$ cat config.mk
export PLATFORM = sky130hd
export DESIGN_NAME = kmeans_centroid_update_k2_d4
export DESIGN_NICKNAME = d
export VERILOG_FILES = /design/src/rtl/kmeans_pkg.sv /design/src/rtl/kmeans_divider_seq.sv /design/src/rtl/kmeans_centroid_update_k2_d4.sv
export SDC_FILE = /design/constraint.sdc
export NUM_CORES = 1
export LEC_CHECK = 0
export ABC_AREA = 1
export BUFFER_PORTS_ARGS = -buffer_cell sky130_fd_sc_hd__buf_2
export CELL_PAD_IN_SITES_DETAIL_PLACEMENT = 1
export CELL_PAD_IN_SITES_GLOBAL_PLACEMENT = 2
export CORE_MARGIN = 1.5
export CORE_UTILIZATION = 29
export CTS_CLUSTER_DIAMETER = 50
export DETAILED_ROUTE_END_ITERATION = 16
export GPL_TIMING_DRIVEN = 1
export HOLD_SLACK_MARGIN = 0.05
export PLACE_DENSITY = 0.8
export SYNTH_ARGS = -nofsm -noshare
export SYNTH_HDL_FRONTEND = slang
export SYNTH_SLANG_ARGS = --single-unit
$ cat constraint.sdc
create_clock -name clk -period 3.5 [get_ports clk]
set_input_delay 0.7 -clock clk [delete_from_list [all_inputs] [get_ports clk]]
set_output_delay 0.7 -clock clk [all_outputs]
set_load 0.1 [all_outputs]
$ cat src/rtl/kmeans_pkg.sv
// Shared constants and types for the k=2, d=4 centroid update block.
package kmeans_pkg;
    localparam int K      = 2;
    localparam int D      = 4;
    localparam int NSLOT  = K * D;
    localparam int SLOT_W = $clog2(NSLOT);

    typedef enum logic {
        ACCUM  = 1'b0,
        DIVIDE = 1'b1
    } state_t;

    // Sum width is coordinate width plus count width, so a full count of max values cannot wrap.
    function automatic int sum_width(input int data_w, input int count_w);
        return data_w + count_w;
    endfunction
endpackage

$ cat src/rtl/kmeans_divider_seq.sv
// Restoring sequential divider: one load cycle, then DW shift/subtract iterations.
module kmeans_divider_seq #(
    parameter int DW = 32,
    parameter int VW = 16,
    parameter int QW = 16
) (
    input  logic          clk,
    input  logic          rst,
    input  logic          start_i,
    input  logic [DW-1:0] dividend_i,
    input  logic [VW-1:0] divisor_i,
    output logic          done_o,
    output logic [QW-1:0] quotient_o
);
    localparam int IT_W = $clog2(DW + 1);

    logic [VW-1:0]   rem_q, rem_d;
    logic [DW-1:0]   quo_q, quo_d;
    logic [VW-1:0]   div_q, div_d;
    logic [IT_W-1:0] iter_q, iter_d;
    logic            run_q, run_d;
    logic            done_q, done_d;
    logic [VW:0]     rem_sh, rem_sub;
    logic            ge;

    assign rem_sh  = {rem_q, quo_q[DW-1]};
    assign ge      = (rem_sh >= {1'b0, div_q});
    assign rem_sub = rem_sh - {1'b0, div_q};

    always_comb begin
        rem_d  = rem_q;
        quo_d  = quo_q;
        div_d  = div_q;
        iter_d = iter_q;
        run_d  = run_q;
        done_d = 1'b0;
        if (start_i) begin
            rem_d  = '0;
            quo_d  = dividend_i;
            div_d  = divisor_i;
            iter_d = IT_W'(DW);
            run_d  = 1'b1;
        end else if (run_q) begin
            // The remainder stays below the divisor, so VW bits always hold it.
            rem_d  = ge ? rem_sub[VW-1:0] : rem_sh[VW-1:0];
            quo_d  = {quo_q[DW-2:0], ge};
            iter_d = iter_q - IT_W'(1);
            if (iter_q == IT_W'(1)) begin
                run_d  = 1'b0;
                done_d = 1'b1;
            end
        end
    end

    always_ff @(posedge clk) begin
        if (rst) begin
            rem_q  <= '0;
            quo_q  <= '0;
            div_q  <= '0;
            iter_q <= '0;
            run_q  <= 1'b0;
            done_q <= 1'b0;
        end else begin
            rem_q  <= rem_d;
            quo_q  <= quo_d;
            div_q  <= div_d;
            iter_q <= iter_d;
            run_q  <= run_d;
            done_q <= done_d;
        end
    end

    assign done_o     = done_q;
    assign quotient_o = quo_q[QW-1:0];
endmodule

$ cat src/rtl/kmeans_centroid_update_k2_d4.sv
// Accumulates classified points per centroid and, at end of pass, divides sums by counts
// with one shared sequential divider to produce the next centroids.
module kmeans_centroid_update_k2_d4
    import kmeans_pkg::*;
#(
    parameter int input_data_width = 16,
    parameter int count_width      = 16
) (
    input  logic                        clk,
    input  logic                        rst,
    input  logic                        in_valid,
    input  logic                        in_last,
    input  logic [input_data_width-1:0] in_data0,
    input  logic [input_data_width-1:0] in_data1,
    input  logic [input_data_width-1:0] in_data2,
    input  logic [input_data_width-1:0] in_data3,
    input  logic                        in_idx,
    input  logic                        load_en,
    input  logic                        load_idx,
    input  logic [input_data_width-1:0] load_d0,
    input  logic [input_data_width-1:0] load_d1,
    input  logic [input_data_width-1:0] load_d2,
    input  logic [input_data_width-1:0] load_d3,
    output logic [input_data_width-1:0] centroid0_d0,
    output logic [input_data_width-1:0] centroid0_d1,
    output logic [input_data_width-1:0] centroid0_d2,
    output logic [input_data_width-1:0] centroid0_d3,
    output logic [input_data_width-1:0] centroid1_d0,
    output logic [input_data_width-1:0] centroid1_d1,
    output logic [input_data_width-1:0] centroid1_d2,
    output logic [input_data_width-1:0] centroid1_d3,
    output logic [count_width-1:0]      count0,
    output logic [count_width-1:0]      count1,
    output logic                        busy,
    output logic                        update_done,
    output logic                        err_drop,
    output logic                        err_ovf,
    output logic                        dbg_state
);
    localparam int W  = input_data_width;
    localparam int CW = count_width;
    localparam int SW = sum_width(W, CW);

    state_t              state_q, state_d;
    logic [SW-1:0]       sum_q  [K][D];
    logic [SW-1:0]       sum_d  [K][D];
    logic [CW-1:0]       cnt_q  [K];
    logic [CW-1:0]       cnt_d  [K];
    logic [W-1:0]        cent_q [K][D];
    logic [W-1:0]        cent_d [K][D];
    logic [SLOT_W-1:0]   slot_q, slot_d, div_slot;
    logic                pend_q, pend_d;
    logic                done_q, done_d;
    logic                drop_q, drop_d;
    logic                ovf_q, ovf_d;
    logic [W-1:0]        in_data [D];
    logic [W-1:0]        load_d  [D];
    logic                div_start, div_done;
    logic [W-1:0]        div_quot;

    assign in_data = '{in_data0, in_data1, in_data2, in_data3};
    assign load_d  = '{load_d0, load_d1, load_d2, load_d3};

    // First slot starts one cycle after entry so the last point's sum is already registered.
    assign div_slot  = pend_q ? '0 : slot_q + SLOT_W'(1);
    assign div_start = pend_q | (div_done & (slot_q != SLOT_W'(NSLOT - 1)));

    kmeans_divider_seq #(.DW(SW), .VW(CW), .QW(W)) u_div (
        .clk        (clk),
        .rst        (rst),
        .start_i    (div_start),
        .dividend_i (sum_q[div_slot[SLOT_W-1]][div_slot[1:0]]),
        .divisor_i  (cnt_q[div_slot[SLOT_W-1]]),
        .done_o     (div_done),
        .quotient_o (div_quot)
    );

    always_comb begin
        state_d = state_q;
        sum_d   = sum_q;
        cnt_d   = cnt_q;
        cent_d  = cent_q;
        slot_d  = slot_q;
        pend_d  = 1'b0;
        done_d  = 1'b0;
        drop_d  = drop_q;
        ovf_d   = ovf_q;
        case (state_q)
            ACCUM: begin
                if (load_en) begin
                    for (int j = 0; j < D; j++) cent_d[load_idx][j] = load_d[j];
                    drop_d = 1'b0;
                    ovf_d  = 1'b0;
                end
                if (in_valid) begin
                    if (cnt_q[in_idx] == '1) begin
                        ovf_d = 1'b1;
                    end else begin
                        cnt_d[in_idx] = cnt_q[in_idx] + CW'(1);
                        for (int j = 0; j < D; j++)
                            sum_d[in_idx][j] = sum_q[in_idx][j] + SW'(in_data[j]);
                    end
                    if (in_last) begin
                        state_d = DIVIDE;
                        pend_d  = 1'b1;
                        slot_d  = '0;
                    end
                end
            end
            DIVIDE: begin
                if (in_valid || load_en) drop_d = 1'b1;
                if (div_done) begin
                    // An empty centroid keeps its old coordinates.
                    if (cnt_q[slot_q[SLOT_W-1]] != '0)
                        cent_d[slot_q[SLOT_W-1]][slot_q[1:0]] = div_quot;
                    if (slot_q == SLOT_W'(NSLOT - 1)) begin
                        state_d = ACCUM;
                        done_d  = 1'b1;
                        slot_d  = '0;
                        sum_d   = '{default: '0};
                        cnt_d   = '{default: '0};
                    end else begin
                        slot_d = slot_q + SLOT_W'(1);
                    end
                end
            end
            default: state_d = ACCUM;
        endcase
    end

    always_ff @(posedge clk) begin
        if (rst) begin
            state_q <= ACCUM;
            sum_q   <= '{default: '0};
            cnt_q   <= '{default: '0};
            cent_q  <= '{default: '0};
            slot_q  <= '0;
            pend_q  <= 1'b0;
            done_q  <= 1'b0;
            drop_q  <= 1'b0;
            ovf_q   <= 1'b0;
        end else begin
            state_q <= state_d;
            sum_q   <= sum_d;
            cnt_q   <= cnt_d;
            cent_q  <= cent_d;
            slot_q  <= slot_d;
            pend_q  <= pend_d;
            done_q  <= done_d;
            drop_q  <= drop_d;
            ovf_q   <= ovf_d;
        end
    end

    assign centroid0_d0 = cent_q[0][0];
    assign centroid0_d1 = cent_q[0][1];
    assign centroid0_d2 = cent_q[0][2];
    assign centroid0_d3 = cent_q[0][3];
    assign centroid1_d0 = cent_q[1][0];
    assign centroid1_d1 = cent_q[1][1];
    assign centroid1_d2 = cent_q[1][2];
    assign centroid1_d3 = cent_q[1][3];
    assign count0       = cnt_q[0];
    assign count1       = cnt_q[1];
    assign busy         = (state_q == DIVIDE);
    assign update_done  = done_q;
    assign err_drop     = drop_q;
    assign err_ovf      = ovf_q;
    assign dbg_state    = state_q;
endmodule

==> flow_metrics.tcl, run 1 <==
set metrics [dict create \
    status "completed" \
    die_area_mm2 0.110 \
    insertion_delay_ns 0.70 \
    first_pass_iters 5 \
    mostFrequentLayoutCells "nand2_1 (1825), inv_1 (533), a21oi_1 (498), dfxtp_1 (496), nor2_1 (337)" \
    yosysUniqueCellTypes 47 \
    post_cts_buffers 0 \
    grt_pass1_vias 35200 \
    synth_area_mm2 0.0315 \
    synth_fp_nets 5351 \
    path_cells "buf_4, buf_2" \
    slew_violations 0 \
    max_freq_mhz 339 \
    async_flop_share 0 \
    tightest_slew_ns 0.940 \
    cpMaxStageDelayCell "dfxtp_1" \
    cts_tree "built" \
    setup_viol 0 \
    skew_ns 0.0663 \
    synth_edf_count 0 \
    drc_errors 0 \
    fill_cells 13900 \
    worstPathRequired_ns 2.80 \
    grt_max_degree 130 \
    holdBufCountCts 0 \
    place.gp.congestion 0.894 \
    tns_ns 0 \
    die_h_um 332 \
    ys.flop_type "dfxtp_1" \
    cp_max_fo 27 \
    max-slew-margin-rel 0.372 \
    drtIter0Drc 2036 \
    irDropWorstVdd_uv 333 \
    drtAntennaViolNets 0 \
    crit_family "buffers and inverters" \
    drive_gt1_frac 0.120 \
    vias 34500 \
    syn_area_per_cell_um2 6.14 \
    grt_pass1_wl_um 210000 \
    crit_arrival_ns 2.25 \
    yosysWarningCount 0 \
    synth-seq-cells 496 \
    cts_max_level 3 \
    fin_crit_ns 2.95 \
    initial_core_util 0.293 \
    cts_sinks 496 \
    cap_viol_max_count 0 \
    cpPeakStageDelay_ns 0.62 \
    rows 120 \
    p_leak_nw 16.7 \
    seq_area_mm2 0.00993 \
    multi_input_area_mm2 0.0181 \
    antenna_found_initial 12 \
    via_per_inst 5.04 \
    cts_buffer_depth 3 \
    min_path_type "in -> reg" \
    die_x_um 332 \
    mostFrequentLayoutCell "nand2_1" \
    ios 300 \
    seq_area_frac_synth 0.316 \
    hold_violations 0 \
    crit_buf_inv 2 \
    cts_resized 0 \
    dpl.hpwl_um 100000 \
    start_kind "flop" \
    finalPower_w 0.0196 \
    wl_per_cell_um 19.9 \
    critPathKind "reg -> out" \
    r2r_cells 8 \
    path_clk_slew_ns 0.06 \
    period_share 0.843 \
    whs_path_depth 4 \
    num-nets-final 5592 \
    grt_usage 0.242 \
    core_mm2 0.107 \
    cp.depth 2 \
    syn_inst 5122 \
    grt_overflow 0 \
    routed_wl_um 137000 \
    rsz0062_at_grt "false" \
    syn2layout_area_growth_pct 20.2 \
    clockRootBuffer "clkbuf_16" \
    p_per_area_mw_per_mm2 519 \
    cts_buffers 89 \
    portBuffers 299 \
    critPathCaptureType "output port" \
]
## registers in the layout, summed over array words and instances, names as in the netlist, 3 cells and up
signal	count
sum_q	256
u_div.quo_q	32
centroid0_d0	16
centroid0_d1	16
centroid0_d2	16
centroid0_d3	16
centroid1_d0	16
centroid1_d1	16
centroid1_d2	16
centroid1_d3	16
count0	16
count1	16
u_div.div_q	16
u_div.rem_q	16
u_div.iter_q	6
slot_q	3
## power breakdown
| part | leakage (nW) | switching [W] | internal [W] | total, W |
|---|---|---|---|---|
| sequential | 4.02 | 0.000173 | 0.00589 | 0.00606 |
| combinational | 11.1 | 0.00319 | 0.00122 | 0.00441 |
| clock | 1.51 | 0.00353 | 0.00563 | 0.00916 |
| total | 16.7 | 0.00689 | 0.0127 | 0.0196 |
## cell families after synthesis
kind of cell    Yosys count  share of synthesized area
buf+inv                 817                      0.108
simple gates           2640                      0.342
fa+ha+maj                94                     0.0386
xor+xnor                 87                     0.0242
compound gates          985                      0.171
mux                       3                   0.000955
flops                   496                      0.316
## worst reg2reg max path, cell delays in order (launching register included)
cell and delay, ns:
dfxtp_1 0.33, ha_1 0.21, ha_1 0.35, nor2_4 0.07
buf_12 0.21, o21ai_0 0.84, nand3_1 0.49, nand3_1 0.21
a31oi_1 0.09
## cells in the mapped netlist, types with 18 or more instances
library cell	number	area, um2
nand2_1	1827	6860
inv_1	537	2020
a21oi_1	498	2490
dfxtp_1	496	9930
nor2_1	339	1270
nand3_1	336	1680
o21ai_0	238	1190
clkbuf_1	168	631
o22ai_1	128	801
ha_1	89	1110
xor2_1	72	631
a31oi_1	48	300
buf_2	45	225
nand3b_1	33	248
nor3_1	31	155
o221ai_1	29	254
nand4_1	26	163
buf_6	24	270
buf_4	20	150
a21oi_2	18	158
## area by class of cell
class,instances,share of cell area
multi-input cells,3809,0.480
well taps,1403,0.0464
inverters,543,0.0542
repair buffers,424,0.0728
clock buffers,99,0.0612
flip-flops and latches,496,0.263
clock inverters,67,0.0221
diodes,8,0.000530
## worst paths after layout
| kind | startpoint | slack, ns | end |
|---|---|---|---|
| min reg2reg | centroid0_d2[8] | 0.46 | centroid0_d2[8] |
| min | load_en | 0.29 | err_drop |
| max | busy | 0.55 | dbg_state |
| max reg2reg | slot_q[1] | 0.56 | u_div.quo_q[12] |
## layer usage
metal / part of all wire / track usage
met2: 0.49 / 0.422
met4: 0.039 / 0.0984
met1: 0.44 / 0.301
met3: 0.034 / 0.0277
met5: 0.00025 / 0
## through the flow
| step | cell area, um2 | util | hold slack, ns | setup slack [ns] | std cells |
|---|---|---|---|---|---|
| finish | 37800 | 0.352 | 0.292 | 0.551 | 6849 |
| global route | 37800 | 0.352 | 0.307 | 0.448 | 6849 |
| CTS | 37800 | 0.352 | 0.250 | 0.489 | 6841 |
| detailed placement | 34600 | 0.323 | 0.453 | 0.121 | 6675 |
| global placement | 34600 | 0.323 | 0.446 | 0.178 | 6675 |
| floorplan | 31500 | - | 0.443 | 0.0636 | 5122 |
(Power assumes the default switching activity.)
==> run 2, diff against run 1 <==
ABC_AREA = 0   (was 1)
CORE_UTILIZATION = 32   (was 29)
PLACE_DENSITY = 0.79   (was 0.8)
clock period = 2.5 ns   (was 3.5 ns; I/O delays follow)
==> run 2 against run 1 <==
  * The flow now finishes with violations (setup timing)
  * Clock power rose by 35%
  * Sequential share of layout area fell by 3.2 points
  * Non-clock buffer count rose by 593
  * Worst hold slack got worse by 0.19 ns
  * Combinational power rose by 49%
  * Critical path depth rose by 9
  * Final cell count fell by 17%
  * Critical endpoint is now sum_q[138]
  * Highest routed layer is now met4
==> flow_metrics.tcl, run 2 <==
set metrics [dict create \
    status "finished, violations left" \
    failed_checks "setup timing" \
    irDropWorstVdd_uv 481 \
    die_area_mm2 0.0921 \
    synth_area_mm2 0.0289 \
    rsz0062_at_grt "true" \
    first_pass_iters 5 \
    synth_edf_count 0 \
    max-slew-margin-rel 0.480 \
    largest_register "sum_q" \
    p_leak_nw 18.0 \
    synth_fp_nets 3790 \
    synthTopCellsByCount "dfxtp_1 (496), nor2_1 (452), nand2_1 (356)" \
    portBuffers 299 \
    use_met2 0.481 \
    hold_end "pend_q" \
    grtUsageMet3 0.0422 \
    whs_path_depth 3 \
    crit_arrival_ns 3.34 \
    start_kind "flop" \
    cp_max_fo 2 \
    grt_pass1_vias 32600 \
    cts_buffer_depth 3 \
    num-nets-final 4632 \
    initial_core_util 0.322 \
    largest_reg_flops 256 \
    worstPathRequired_ns 3.02 \
    grt_overflow 0 \
    mostFrequentLayoutCell "buf_4" \
    gr-usage-met1 0.351 \
    ys.flop_type "dfxtp_1" \
    grt_busiest_layer "met2" \
    max_freq_mhz 355 \
    critPathKind "reg -> reg" \
    grt_max_degree 140 \
    synth_top_cell_by_area "dfxtp_1" \
    drive_gt1_frac 0.372 \
    reg2reg_from "sum_q[5]" \
    tightest_slew_ns 0.779 \
    cts_buffers 86 \
    die_x_um 303 \
    post-synth-top-count-cell "dfxtp_1" \
    syn_area_per_cell_um2 8.11 \
    drtAntennaViolNets 0 \
    clockRootBuffer "clkbuf_16" \
    rows 110 \
    async_flop_share 0 \
    finalWorstSetupSlack_ns -0.316 \
    slew_violations 0 \
    drc_errors 0 \
    antenna_found_initial 2 \
    seq_area_frac_synth 0.344 \
    r2r-end "sum_q[138]" \
    place.gp.congestion 0.883 \
    synth_area_leaders "dfxtp_1 (34%), mux2i_1 (7.9%), nor2_1 (5.9%), o21ai_0 (4.9%), nand2_1 (4.6%)" \
    cts_sinks 496 \
    yosysWarningCount 0 \
    min_path_type "in -> reg" \
    r2r_cells 11 \
    fin_crit_ns 2.82 \
    reg.largest.list "sum_q (256), u_div.quo_q (32)" \
    tns_ns -9.01 \
    grt_pass1_wl_um 198000 \
    ios 300 \
    cap_viol_max_count 0 \
    routed_wl_um 138000 \
    via_per_inst 5.70 \
    synth-seq-cells 496 \
    syn_inst 3561 \
    dpl.hpwl_um 92500 \
    die_h_um 303 \
    critPathCaptureType "flop" \
    setup_viol 118 \
    wl_per_cell_um 24.5 \
    finalPower_w 0.0275 \
    hold_violations 0 \
    insertion_delay_ns 0.67 \
    yosysUniqueCellTypes 93 \
    min_from "in_last" \
    r2r_slack_ns -0.32 \
    p_per_area_mw_per_mm2 635 \
    vias 32200 \
    skew_ns 0.0326 \
    period_share 1.13 \
    cts_max_level 3 \
    mostFrequentLayoutCells "buf_4 (586), dfxtp_1 (461), nor2_1 (414), nand2_1 (338), buf_2 (295)" \
    grt_usage 0.279 \
    syn2layout_area_growth_pct 50.0 \
    path_clk_slew_ns 0.05 \
    synth_top_area_frac 0.344 \
    drtIter0Drc 2126 \
    core_mm2 0.0897 \
    cts_tree "built" \
]
run 2: cell types whose count changed after synthesis, moves of 113 or more:
| cell | delta |
|---|---|
| a22oi_1 | +136 |
| nand3_1 | -260 |
| a21oi_1 | -337 |
| nand2_1 | -1471 |
| inv_1 | -461 |
| nor2_1 | +113 |
| mux2i_1 | +224 |
run 2: metrics by stage:
stage | util | hold WS (ns) | worst slack, ns | instances | cell area [um2]
floorplan | - | 0.433 | -1.51 | 3561 | 29300
global placement | 0.407 | 0.455 | -1.15 | 5392 | 36500
detailed placement | 0.407 | 0.462 | -1.15 | 5392 | 36500
CTS | 0.460 | 0.0618 | -0.217 | 5591 | 41300
global route | 0.483 | 0.0989 | -0.358 | 5650 | 43300
finish | 0.483 | 0.0996 | -0.316 | 5651 | 43300
run 2: report_power, final:
part	internal, W	total, W	switching [W]
registers	0.00825	0.00851	0.000260
logic	0.00268	0.00657	0.00389
clock network	0.00778	0.0124	0.00466
total	0.0187	0.0275	0.00881
run 2: cell type report:
type                            instances  area [um2]
Antenna cell                            2        5.00
Multi-Input combinational cell       2726       20400
Fill cell                           10300       46400
Timing Repair Buffer                 1017        8170
Clock buffer                          108        2360
Clock inverter                         50         639
Sequential cell                       496        9980
Tap cell                             1176        1470
Inverter                               76         290
run 2: worst max-delay path by stage:
stage                     from          to  slack (ns)  cells past startpoint
finish                sum_q[5]  sum_q[138]       -0.32                     11
global route        sum_q[133]  sum_q[138]       -0.36                     11
CTS                 sum_q[224]  sum_q[246]       -0.22                     14
detailed placement      in_idx   sum_q[63]       -1.15                     10
global placement        in_idx   sum_q[79]       -1.15                     12
floorplan               in_idx  sum_q[154]       -1.51                     19
run 2: cells by family after synthesis:
family	Yosys count	share of synthesized area
XOR/XNOR	81	0.0246
adder cells (fa/ha/maj)	94	0.0420
AND/OR/NAND/NOR	1117	0.171
buffers and inverters	341	0.0502
multiplexers	297	0.107
flip-flops	496	0.344
AO/OA/AOI/OAI	1135	0.262
run 2: what timing repair did:
action,CTS,global route
pin swaps,147,180
hold buffers,1,0
gates resized for setup,312,309
gates cloned,7,10
hold endpoints to repair,1,0
buffers inserted,44,61
setup endpoints to repair,264,364
run 2: layer usage:
metal,vias up,part of all wire
met4,0,0.036
met2,962,0.48
met5,-,0
met1,16100,0.43
li1,14800,-
met3,279,0.055
run 2: critical path, cell delays in order (launching register included):
cell and delay, ns:
dfxtp_1 0.31, mux2_4 0.28, ha_4 0.25, or4_4 0.48, o211ai_1 0.19, buf_4 0.19
a21oi_4 0.04, a211oi_4 0.33, buf_4 0.18, xnor2_2 0.07, a22oi_1 0.24, nor2_1 0.09
==> run 3, diff against run 2 <==
CORE_ASPECT_RATIO = 0.5   (was default)
CORE_UTILIZATION = 36   (was 32)
PLACE_DENSITY = 0.84   (was 0.79)
clock period = 3 ns   (was 2.5 ns; I/O delays follow)
==> run 3 against run 2 <==
  * The flow still finishes with violations (setup timing)
  * Die area is 11% lower
  * Sequential power fell by 17%
  * Non-clock buffer count fell by 299
  * Setup slack improved by 0.30 ns
==> flow_metrics.tcl, run 3 (synthesis gave the netlist of run 2 again) <==
set metrics [dict create \
    p_leak_nw 15.2 \
    die_x_um 404 \
    wl_per_cell_um 23.5 \
    die_area_mm2 0.0821 \
    clockRootBuffer "clkbuf_16" \
    r2r_cells 11 \
    seq_area_mm2 0.00994 \
    critPathKind "in -> reg" \
    drtIter0Drc 2454 \
    max_freq_mhz 332 \
    fin_crit_ns 3.02 \
    critPathCaptureType "flop" \
    cpMaxStageDelayCell "or3_4" \
    die_h_um 203 \
    rsz0062_at_grt "true" \
    drt-met1-wl_um 54000 \
    setup_viol 1 \
    cp_max_fo 8 \
    wl_met3_um 6080 \
    drive_gt1_frac 0.244 \
    grt_usage 0.285 \
    antenna_found_initial 1 \
    pwr-share-clk 0.390 \
    fill_cells 9492 \
    cts_max_level 2 \
    max-slew-margin-rel 0.354 \
    p_int_w 0.0127 \
    rows 73 \
    p_sw_w 0.00609 \
    largest_register "sum_q" \
    cap_viol_max_count 0 \
    dpl.hpwl_um 86900 \
    cts_tree "built" \
    holdBufCountCts 0 \
    status "finished, violations left" \
    initial_core_util 0.364 \
    r2r-end "sum_q[61]" \
    grt_pass1_wl_um 185000 \
    path_clk_slew_ns 0.07 \
    start_kind "primary input" \
    p_seq_frac 0.376 \
    path_cells "clkbuf_16, buf_12, buf_8, mux2_4, ha_4, nand4_1, or3_4, a211oi_4, clkbuf_16, o21ai_4, or3_4, or3_1, o21ai_1" \
    place.gp.congestion 0.940 \
    grt_max_degree 198 \
    cpPeakStageDelay_ns 0.43 \
    grt_overflow 0 \
    place_area_mm2 0.0345 \
    reg2reg_from "sum_q[162]" \
    placed_cells_incl_taps 5051 \
    p_per_area_mw_per_mm2 513 \
    crit_path_start "in_idx" \
    largest_reg_flops 256 \
    pre_cts_slack_ns -0.661 \
    multi_input_area_mm2 0.0182 \
    final_area_mm2 0.0367 \
    via_per_inst 5.85 \
    top_layer "met4" \
    num-nets-final 4298 \
    core_mm2 0.0795 \
    skew_ns 0.0327 \
    hold_violations 0 \
    routed_wl_um 121000 \
    tightest_slew_ns 0.969 \
    vias 30200 \
    finalNonFillerCells 5163 \
    holdWs_ns 0.258 \
    p_comb_frac 0.234 \
    finalPower_w 0.0188 \
    irDropWorstVdd_uv 431 \
    cts_sinks 496 \
    drc_errors 0 \
    cts_buffers 53 \
    sw_frac_of_total 0.323 \
    portBuffers 299 \
    min_path_type "in -> reg" \
    r2r_slack_ns 0.03 \
    finalWorstSetupSlack_ns -0.0157 \
    crit_arrival_ns 3.57 \
    grt_pass1_vias 31100 \
    wl_met2_um 57900 \
    ios 300 \
    reg.largest.list "sum_q (256), u_div.quo_q (32)" \
    syn2layout_area_growth_pct 27.2 \
    slew_violations 0 \
    cts_buffer_depth 3 \
    period_share 1.01 \
    cp-endpoint "sum_q[154]" \
    first_pass_iters 5 \
    drtAntennaViolNets 0 \
    insertion_delay_ns 0.65 \
    mostFrequentLayoutCells "dfxtp_1 (490), nor2_1 (442), buf_4 (382), nand2_1 (355), buf_2 (297)" \
    mostFrequentLayoutCell "dfxtp_1" \
    failed_checks "setup timing" \
    worstPathRequired_ns 3.55 \
]
## run 3: changes by cell type in the layout (fill, tap and decap cells not counted), moves of 28 or more
cell / delta
buf_4: -204
o21ai_0: +66
buf_6: -53
o21ai_1: -45
clkbuf_16: -40
a21oi_1: +37
a21oi_2: -33
ha_1: +33
ha_4: -33
dfxtp_1: +29
dfxtp_2: -29
nor2_1: +28
## run 3: worst max-delay path: cells and delay by family
family	cells	cell delay (ns)
buffers and inverters	4	0.64
adders and majority gates	1	0.28
and+or+nand+nor	4	1.27
muxes	1	0.31
AOI/OAI and AO/OA	3	0.45
## run 3: power by group through the flow
stage	combinational (W)	clock, W	sequential (W)
final	0.00441	0.00735	0.00708
after global routing	0.00473	0.00770	0.00711
after CTS	0.00432	0.00744	0.00707
after detailed placement	0.00429	0	0.00722
after global placement	0.00418	0	0.00720
after floorplan	0.00218	0	0.00780
## run 3: per-layer routing
metal	global-route usage	vias up
met5	0	-
met4	0.0885	0
met3	0.0377	192
met2	0.488	787
met1	0.372	15100
li1	-	14100
## run 3: worst min path at each step
stage | cells after the start | endpoint | startpoint | slack [ns]
after floorplan | 1 | sum_q[95] | sum_q[95] | 0.43
final | 2 | count0[3] | rst | 0.26
after CTS | 2 | count0[3] | rst | 0.23
after global placement | 2 | sum_q[42] | sum_q[42] | 0.45
after global routing | 2 | count0[6] | rst | 0.26
after detailed placement | 1 | sum_q[31] | sum_q[31] | 0.46
## run 3: cell type report
class / count / area share
flip-flops and latches: 496 / 0.271
clock buffers: 74 / 0.0419
inverters: 76 / 0.00777
diodes: 3 / 0.000204
multi-input cells: 2724 / 0.495
clock inverters: 22 / 0.00940
repair buffers: 718 / 0.140
well taps: 1050 / 0.0358
## run 3: per-stage QoR
stage | TNS (ns) | utilization
final | -0.0157 | 0.462
after global placement | -76.74 | 0.434
after CTS | 0 | 0.458
after floorplan | -219.38 | -
after detailed placement | -92.58 | 0.434
after global routing | -0.317 | 0.462
## run 3: repair_timing
item	4_1_cts	5_1_grt
gates cloned	0	1
pin swaps	1	18
gates resized for setup	4	48
endpoints found under the setup margin	4	90
setup buffers	0	12
endpoints found under the hold margin	0	0
